`src/rtl/mul_pkg.sv`:
```
// Shared types and default widths for the multiplier issue/writeback wrapper.
package mul_pkg;

  localparam int unsigned MulWidth = 32;
  localparam int unsigned MulTagW  = 5;

  typedef struct packed {
    logic               valid;
    logic               is_signed;
    logic               hi;
    logic [MulTagW-1:0] dest;
  } mul_tag_t;

  typedef struct packed {
    logic [MulTagW-1:0]  dest;
    logic [MulWidth-1:0] data;
  } wb_entry_t;

  function automatic logic [MulWidth-1:0] sel_half(logic [2*MulWidth-1:0] prod, logic hi);
    return hi ? prod[2*MulWidth-1:MulWidth] : prod[MulWidth-1:0];
  endfunction

endpackage

```
`src/rtl/mul_issue_wb_if.sv`:
```
// Issue and writeback handshake bundle for mul_issue_wb.
interface mul_issue_wb_if
  import mul_pkg::*;
#(
  parameter int unsigned WIDTH = MulWidth,
  parameter int unsigned TAG_W = MulTagW
) ();

  logic             in_valid;
  logic             in_ready;
  logic             in_signed;
  logic             in_hi;
  logic [TAG_W-1:0] in_dest;
  logic [WIDTH-1:0] in_op1;
  logic [WIDTH-1:0] in_op2;

  logic             wb_valid;
  logic             wb_ready;
  logic [TAG_W-1:0] wb_dest;
  logic [WIDTH-1:0] wb_data;

  modport master (
    output in_valid, in_signed, in_hi, in_dest, in_op1, in_op2, wb_ready,
    input  in_ready, wb_valid, wb_dest, wb_data
  );

  modport slave (
    input  in_valid, in_signed, in_hi, in_dest, in_op1, in_op2, wb_ready,
    output in_ready, wb_valid, wb_dest, wb_data
  );

endinterface

```
`src/rtl/mul_wb_fifo.sv`:
```
// Synchronous FIFO of writeback entries; any depth >= 2, pointers wrap modulo DEPTH.
module mul_wb_fifo
  import mul_pkg::*;
#(
  parameter int unsigned DEPTH = 5,
  localparam int unsigned CntW = $clog2(DEPTH + 1)
) (
  input  logic            clk_i,
  input  logic            reset_i,
  input  logic            push_i,
  input  wb_entry_t       push_data_i,
  input  logic            pop_i,
  output wb_entry_t       head_o,
  output logic            full_o,
  output logic            empty_o,
  output logic [CntW-1:0] count_o
);

  localparam int unsigned PtrW = (DEPTH > 1) ? $clog2(DEPTH) : 1;
  localparam logic [PtrW-1:0] LastIdx = PtrW'(DEPTH - 1);
  localparam logic [CntW-1:0] DepthC  = CntW'(DEPTH);

  wb_entry_t       mem_q [DEPTH];
  logic [PtrW-1:0] wr_ptr_q, wr_ptr_d;
  logic [PtrW-1:0] rd_ptr_q, rd_ptr_d;
  logic [CntW-1:0] cnt_q, cnt_d;
  logic            do_push, do_pop;

  function automatic logic [PtrW-1:0] wrap_inc(logic [PtrW-1:0] p);
    return (p == LastIdx) ? '0 : p + PtrW'(1);
  endfunction

  assign empty_o = (cnt_q == '0);
  assign full_o  = (cnt_q == DepthC);
  assign count_o = cnt_q;
  assign head_o  = empty_o ? '0 : mem_q[rd_ptr_q];

  assign do_pop  = pop_i & ~empty_o;
  // Push into a full FIFO is only legal when the head leaves in the same cycle.
  assign do_push = push_i & (~full_o | do_pop);

  always_comb begin
    wr_ptr_d = wr_ptr_q;
    rd_ptr_d = rd_ptr_q;
    cnt_d    = cnt_q;
    if (do_push) wr_ptr_d = wrap_inc(wr_ptr_q);
    if (do_pop)  rd_ptr_d = wrap_inc(rd_ptr_q);
    unique case ({do_push, do_pop})
      2'b10:   cnt_d = cnt_q + CntW'(1);
      2'b01:   cnt_d = cnt_q - CntW'(1);
      default: cnt_d = cnt_q;
    endcase
  end

  always_ff @(posedge clk_i) begin
    if (reset_i) begin
      wr_ptr_q <= '0;
      rd_ptr_q <= '0;
      cnt_q    <= '0;
    end else begin
      wr_ptr_q <= wr_ptr_d;
      rd_ptr_q <= rd_ptr_d;
      cnt_q    <= cnt_d;
    end
  end

  always_ff @(posedge clk_i) begin
    if (do_push) mem_q[wr_ptr_q] <= push_data_i;
  end

  assert property (@(posedge clk_i) disable iff (reset_i) !(push_i && full_o && !pop_i))
    else $error("mul_wb_fifo: push while full");

endmodule

```
`src/rtl/mul_issue_wb.sv`:
```
// Valid/ready wrapper around a fixed-latency multiplier: shadow tag pipe, result half select and
// a credit-limited writeback FIFO (the multiplier itself cannot stall).
module mul_issue_wb
  import mul_pkg::*;
#(
  parameter int unsigned WIDTH      = MulWidth,
  parameter int unsigned PIPE_DEPTH = 3,
  parameter int unsigned FIFO_DEPTH = 5,
  parameter int unsigned TAG_W      = MulTagW
) (
  input  logic               clk,
  input  logic               reset,
  mul_issue_wb_if.slave      bus,
  output logic [WIDTH-1:0]   mul_op1,
  output logic [WIDTH-1:0]   mul_op2,
  output logic               mul_is_signed,
  input  logic [2*WIDTH-1:0] mul_res,
  output logic               busy
);

  localparam int unsigned CntW   = $clog2(PIPE_DEPTH + FIFO_DEPTH + 1);
  localparam int unsigned FCntW  = $clog2(FIFO_DEPTH + 1);
  localparam logic [CntW-1:0] FifoDepthC = CntW'(FIFO_DEPTH);

  if (FIFO_DEPTH < PIPE_DEPTH + 2) begin : g_bad_fifo_depth
    $error("mul_issue_wb: FIFO_DEPTH must be >= PIPE_DEPTH + 2");
  end
  if (PIPE_DEPTH < 1) begin : g_bad_pipe_depth
    $error("mul_issue_wb: PIPE_DEPTH must be >= 1");
  end
  if (WIDTH != MulWidth || TAG_W != MulTagW) begin : g_bad_widths
    $error("mul_issue_wb: WIDTH/TAG_W must match mul_pkg entry types");
  end

  mul_tag_t         stage_q [PIPE_DEPTH];
  mul_tag_t         stage_d [PIPE_DEPTH];
  mul_tag_t         tail;
  logic             in_ready, accept;
  logic [CntW-1:0]  credit;
  logic [FCntW-1:0] fifo_cnt;
  logic             fifo_full, fifo_empty;
  wb_entry_t        push_entry, head;

  // Credits come only from registered state so wb_ready never reaches in_ready.
  always_comb begin
    credit = CntW'(fifo_cnt);
    for (int unsigned k = 0; k < PIPE_DEPTH; k++) begin
      credit = credit + CntW'(stage_q[k].valid);
    end
  end

  assign in_ready     = (credit < FifoDepthC);
  assign accept       = bus.in_valid & in_ready;
  assign bus.in_ready = in_ready;
  assign busy         = (credit != '0);

  assign mul_op1 = accept ? bus.in_op1 : '0;
  assign mul_op2 = accept ? bus.in_op2 : '0;

  always_comb begin
    stage_d[0].valid     = accept;
    stage_d[0].is_signed = bus.in_signed;
    stage_d[0].hi        = bus.in_hi;
    stage_d[0].dest      = bus.in_dest;
    for (int unsigned k = 1; k < PIPE_DEPTH; k++) begin
      stage_d[k] = stage_q[k-1];
    end
  end

  always_ff @(posedge clk) begin
    if (reset) begin
      for (int unsigned k = 0; k < PIPE_DEPTH; k++) begin
        stage_q[k] <= '0;
      end
    end else begin
      stage_q <= stage_d;
    end
  end

  assign tail          = stage_q[PIPE_DEPTH-1];
  assign mul_is_signed = tail.valid & tail.is_signed;

  always_comb begin
    push_entry.dest = tail.dest;
    push_entry.data = sel_half(mul_res, tail.hi);
  end

  mul_wb_fifo #(
    .DEPTH (FIFO_DEPTH)
  ) u_fifo (
    .clk_i       (clk),
    .reset_i     (reset),
    .push_i      (tail.valid),
    .push_data_i (push_entry),
    .pop_i       (bus.wb_ready),
    .head_o      (head),
    .full_o      (fifo_full),
    .empty_o     (fifo_empty),
    .count_o     (fifo_cnt)
  );

  assign bus.wb_valid = ~fifo_empty;
  assign bus.wb_dest  = head.dest;
  assign bus.wb_data  = head.data;

  // Credits guarantee this never fires; kept as a guard on the credit arithmetic.
  assert property (@(posedge clk) disable iff (reset) !(tail.valid && fifo_full && !bus.wb_ready))
    else $error("mul_issue_wb: writeback overflow");

endmodule

```
`src/flat_wrapper.sv`:
```
// flat-port wrapper written by rule: the top's interface ports become plain ports
module mul_issue_wb_flat import mul_pkg::*;
#(
  parameter int unsigned WIDTH      = MulWidth,
  parameter int unsigned PIPE_DEPTH = 3,
  parameter int unsigned FIFO_DEPTH = 5,
  parameter int unsigned TAG_W      = MulTagW
)
  (clk, reset, mul_op1, mul_op2, mul_is_signed, mul_res, busy, bus_in_valid, bus_in_signed, bus_in_hi, bus_in_dest, bus_in_op1, bus_in_op2, bus_wb_ready, bus_in_ready, bus_wb_valid, bus_wb_dest, bus_wb_data);
  mul_issue_wb_if #(.WIDTH(WIDTH), .TAG_W(TAG_W)) bus_i ();
  input  logic clk;
  input  logic reset;
  output logic [WIDTH-1:0] mul_op1;
  output logic [WIDTH-1:0] mul_op2;
  output logic mul_is_signed;
  input  logic [2*WIDTH-1:0] mul_res;
  output logic busy;
  input wire logic [$bits(bus_i.in_valid)-1:0] bus_in_valid;
  input wire logic [$bits(bus_i.in_signed)-1:0] bus_in_signed;
  input wire logic [$bits(bus_i.in_hi)-1:0] bus_in_hi;
  input wire logic [$bits(bus_i.in_dest)-1:0] bus_in_dest;
  input wire logic [$bits(bus_i.in_op1)-1:0] bus_in_op1;
  input wire logic [$bits(bus_i.in_op2)-1:0] bus_in_op2;
  input wire logic [$bits(bus_i.wb_ready)-1:0] bus_wb_ready;
  output wire logic [$bits(bus_i.in_ready)-1:0] bus_in_ready;
  output wire logic [$bits(bus_i.wb_valid)-1:0] bus_wb_valid;
  output wire logic [$bits(bus_i.wb_dest)-1:0] bus_wb_dest;
  output wire logic [$bits(bus_i.wb_data)-1:0] bus_wb_data;
  assign bus_i.in_valid = bus_in_valid;
  assign bus_i.in_signed = bus_in_signed;
  assign bus_i.in_hi = bus_in_hi;
  assign bus_i.in_dest = bus_in_dest;
  assign bus_i.in_op1 = bus_in_op1;
  assign bus_i.in_op2 = bus_in_op2;
  assign bus_i.wb_ready = bus_wb_ready;
  assign bus_in_ready = bus_i.in_ready;
  assign bus_wb_valid = bus_i.wb_valid;
  assign bus_wb_dest = bus_i.wb_dest;
  assign bus_wb_data = bus_i.wb_data;
  mul_issue_wb #(.WIDTH(WIDTH), .PIPE_DEPTH(PIPE_DEPTH), .FIFO_DEPTH(FIFO_DEPTH), .TAG_W(TAG_W)) u_core (.clk(clk), .reset(reset), .bus(bus_i), .mul_op1(mul_op1), .mul_op2(mul_op2), .mul_is_signed(mul_is_signed), .mul_res(mul_res), .busy(busy));
endmodule
```
`config.mk`:
```
export PLATFORM = sky130hd
export DESIGN_NAME = mul_issue_wb_flat
export DESIGN_NICKNAME = d
export VERILOG_FILES = /design/src/rtl/mul_pkg.sv /design/src/rtl/mul_issue_wb_if.sv /design/src/rtl/mul_wb_fifo.sv /design/src/rtl/mul_issue_wb.sv /design/src/flat_wrapper.sv
export SDC_FILE = /design/constraint.sdc
export NUM_CORES = 1
export LEC_CHECK = 0
export CORE_MARGIN = 5
export CORE_UTILIZATION = 50
export DETAILED_ROUTE_END_ITERATION = 12
export GPL_TIMING_DRIVEN = 0
export PLACE_DENSITY = 0.82
export SYNTH_ARGS = -nofsm -noshare
export SYNTH_HDL_FRONTEND = slang
export SYNTH_SLANG_ARGS = --single-unit
```
`constraint.sdc`:
```
create_clock -name clk -period 13.9 [get_ports clk]
set_input_delay 2.78 -clock clk [delete_from_list [all_inputs] [get_ports clk]]
set_output_delay 2.78 -clock clk [all_outputs]
set_load 0.01 [all_outputs]
```
==> run summary <==
cell internal pwr -> 0.00113 W
Async SR Flop Fraction -> 0%
Via density -> 5.45
Fin Setup TNS -> 0 ns
Antenna Nets Post-Route -> 0
Max stage delay on crit path -> 0.65 ns
number of gates resized after CTS -> 0
total track usage -> 22.7%
count leader, synth -> edfxtp_1
DRT Pass-1 Iters -> 5
leak pwr -> 4.28 nW
largest cells by area after synthesis -> edfxtp_1 60%, mux4_2 9.0%, dfxtp_1 7.8%, and2_1 4.4%, mux2i_1 4.1%
Rel. slew slack -> 31.6%
Hold Vio Cnt, Final -> 0
Nets -> 1003
Crit-path slowest cell -> clkdlybuf4s50_1
diodes inserted -> 0
Sequential Power Share -> 50.5%
Comb power frac -> 11.4%
CP max FO -> 10
Setup-failing EPs final -> 0
Switching Power -> 0.000305 W
Crit path max-delay family -> buffers and inverters
top cell type's share of synthesized area -> 59.9%
routability cong. -> 0.989
f_max -> 133 MHz
Clock Latency Late Sink -> 0.49 ns
Arrival @ worst endpoint -> 4.76 ns
Post-synth top flop -> edfxtp_1
Finished Core Util -> 71.1%
cell count after synthesis -> 573
post-route setup slack -> 6.36 ns
Mapped Area -> 9280 um2
Synthesized Nets -> 721
Max Cap Violations -> 0
PD cells -> 112 nW/um2
final instance area -> 12900 um2
cts hold-fix bufs -> 0
Final Slew Violations -> 0
post-synth top area cell -> edfxtp_1
WS Path Type -> primary input to output port
Worst R2R Setup Slack -> 11.23 ns
Hold/Removal Path Class -> flip-flop to flip-flop
Warnings, synthesis -> 0
Vert. Die Dim -> 146 um
Setup crit start kind -> primary input
WL final -> 24800 um
synth unique cells -> 36
DP Area -> 12200 um2
EDFF count, synth -> 185
vias in the first global route -> 6478
initial antenna violation count -> 0
CP Capture Type -> output port
Least-Margin Pin Slew -> 1.02 ns
largest net degree at the start of global routing -> 23
CTS clk-pin slew, worst paths -> 0.06 ns
crit path time final -> 7.54 ns
share of cells above drive strength 1 -> 16.1%
initial core utilization -> 51.1%
Num CTS Buffers -> 21
Tcrit/Tclk final -> 54.2%
RSZ-0062 raised after global routing -> false
DIE WIDTH -> 146 um
WL/cell -> 22.6 um
Root Driver -> clkbuf_16
critical path buffer and inverter count -> 4
PortBufs -> 243
Clock power frac -> 38.1%
Max clock buf depth -> 3
crit-path cells -> clkdlybuf4s50_1 -> o21a_1 -> buf_2 -> clkbuf_1 -> and2_1 -> clkdlybuf4s50_1
core area -> 18100 um2
Layout Skew -> 0.0102 ns
grt total ovfl -> 0
Post-Syn Area per Cell -> 16.2 um2
H-tree depth -> 1
Max VDD drop -> 86.5 uV
DRC Markers -> 0
post-synthesis sequential area ratio -> 67.6%
status -> complete, no violations
Sw Ratio -> 21.2%
DR iter-0 viols -> 443
Setup WS pre-CTS -> 6.32 ns
Area Overhead vs Synth -> 39.0%
hpwl dp -> 18400 um
die area -> 21400 um2
CTS Sinks -> 221
first-pass GRT wire length -> 37400 um
top cells by count, synth -> 185 x edfxtp_1, 65 x and2_1, 44 x nor2_1, 38 x mux2i_1, 37 x mux4_2
Critical Path RT -> 11.12 ns
synthesized flop and latch total -> 221
cell repeated most along the worst path -> clkdlybuf4s50_1
# IOs -> 244
CTS tree -> done
Setup Buffers After CTS -> 0
via count -> 5991
FP Rows -> 49
cells by family after synthesis:
family	Yosys count	synth area share, %
AOI/OAI and AO/OA	28	1.96
xor gates and xnor gates	2	0.189
adders and majority gates	9	1.46
buffers and inverters	45	2.13
DFF	221	67.6
muxes	108	17.1
and+or+nand+nor	160	9.56
metal layers:
layer  global-route usage [%]  part of all wire (%)  routed length, um  vias up
met4                     8.80                   4.1               1020        0
met1                     23.9                    33               8270     2950
met3                     6.29                   8.4               2090       41
met5                        0                     0                  0        -
met2                     42.8                    54              13400      311
li1                         -                     -                  -     2689
placed cells by master (no fill, tap or decap), types with 3 or more instances in the layout:
cell             synthesis  routed
a21o_1                   5       5
a21oi_1                  7       7
and2_1                  65      65
buf_1                    3       3
buf_2                   11      11
buf_4                    4       9
buf_6                    0       7
clkbuf_1                16      21
clkbuf_16                0      23
clkdlybuf4s50_1          0     243
dfxtp_1                 36      36
edfxtp_1               185     185
fa_1                     3       3
ha_1                     6       6
inv_1                   11      11
mux2_2                  33      33
mux2i_1                 38      38
mux4_2                  37      37
nand2_1                  8       8
nand3_1                  3       3
nor2_1                  44      42
nor2b_1                 28      28
o21ai_0                  7       7
layout make-up:
class                   instances  area [um2]
plain buffers                  34         156
repair buffers                259        2620
clock inverters                 8        56.3
fillers                      1171        5250
well taps                     229         287
multi-input cells             307        2840
clock buffers                  30         622
flip-flops and latches        221        6280
inverters                      11        41.3
path summary, 6_finish.rpt:
kind                            startpoint                    endpoint  depth (start not counted)
setup / recovery              bus_in_valid                 mul_op2[12]                          6
hold / removal          u_core.stage_d[10]           u_core.stage_d[2]                          1
setup reg to reg  u_core.u_fifo.count_o[1]  u_core.u_fifo.mem_q[4][25]                          6
hold reg to reg         u_core.stage_d[10]           u_core.stage_d[2]                          1
stage by stage:
stage | total power (W) | cells | hold WS [ns]
6_report | 0.00144 | 1099 | 0.434
5_1_grt | 0.00149 | 1099 | 0.451
4_1_cts | 0.00145 | 1099 | 0.434
3_5_place_dp | 0.000906 | 1061 | 0.422
3_3_place_gp | 0.000901 | 1045 | 0.417
2_1_floorplan | 0.000807 | 573 | 0.414
sequential cells by signal (all words and copies together), names as in the netlist, named ones only:
register,flops
u_core.stage_q,3
u_core.stage_d,16
u_core.u_fifo.mem_q,185
u_core.u_fifo.rd_ptr_q,3
u_core.push_entry,5
u_core.u_fifo.wr_ptr_q,3
u_core.u_fifo.count_o,3
power groups by stage:
stage	clock, W	sequential [W]	combinational [W]
2_1_floorplan	0	0.000740	0.0000669
3_3_place_gp	0	0.000741	0.000160
3_5_place_dp	0	0.000741	0.000165
4_1_cts	0.000559	0.000727	0.000166
5_1_grt	0.000587	0.000727	0.000176
6_report	0.000548	0.000727	0.000165
Power figures use the tool's default switching activity.
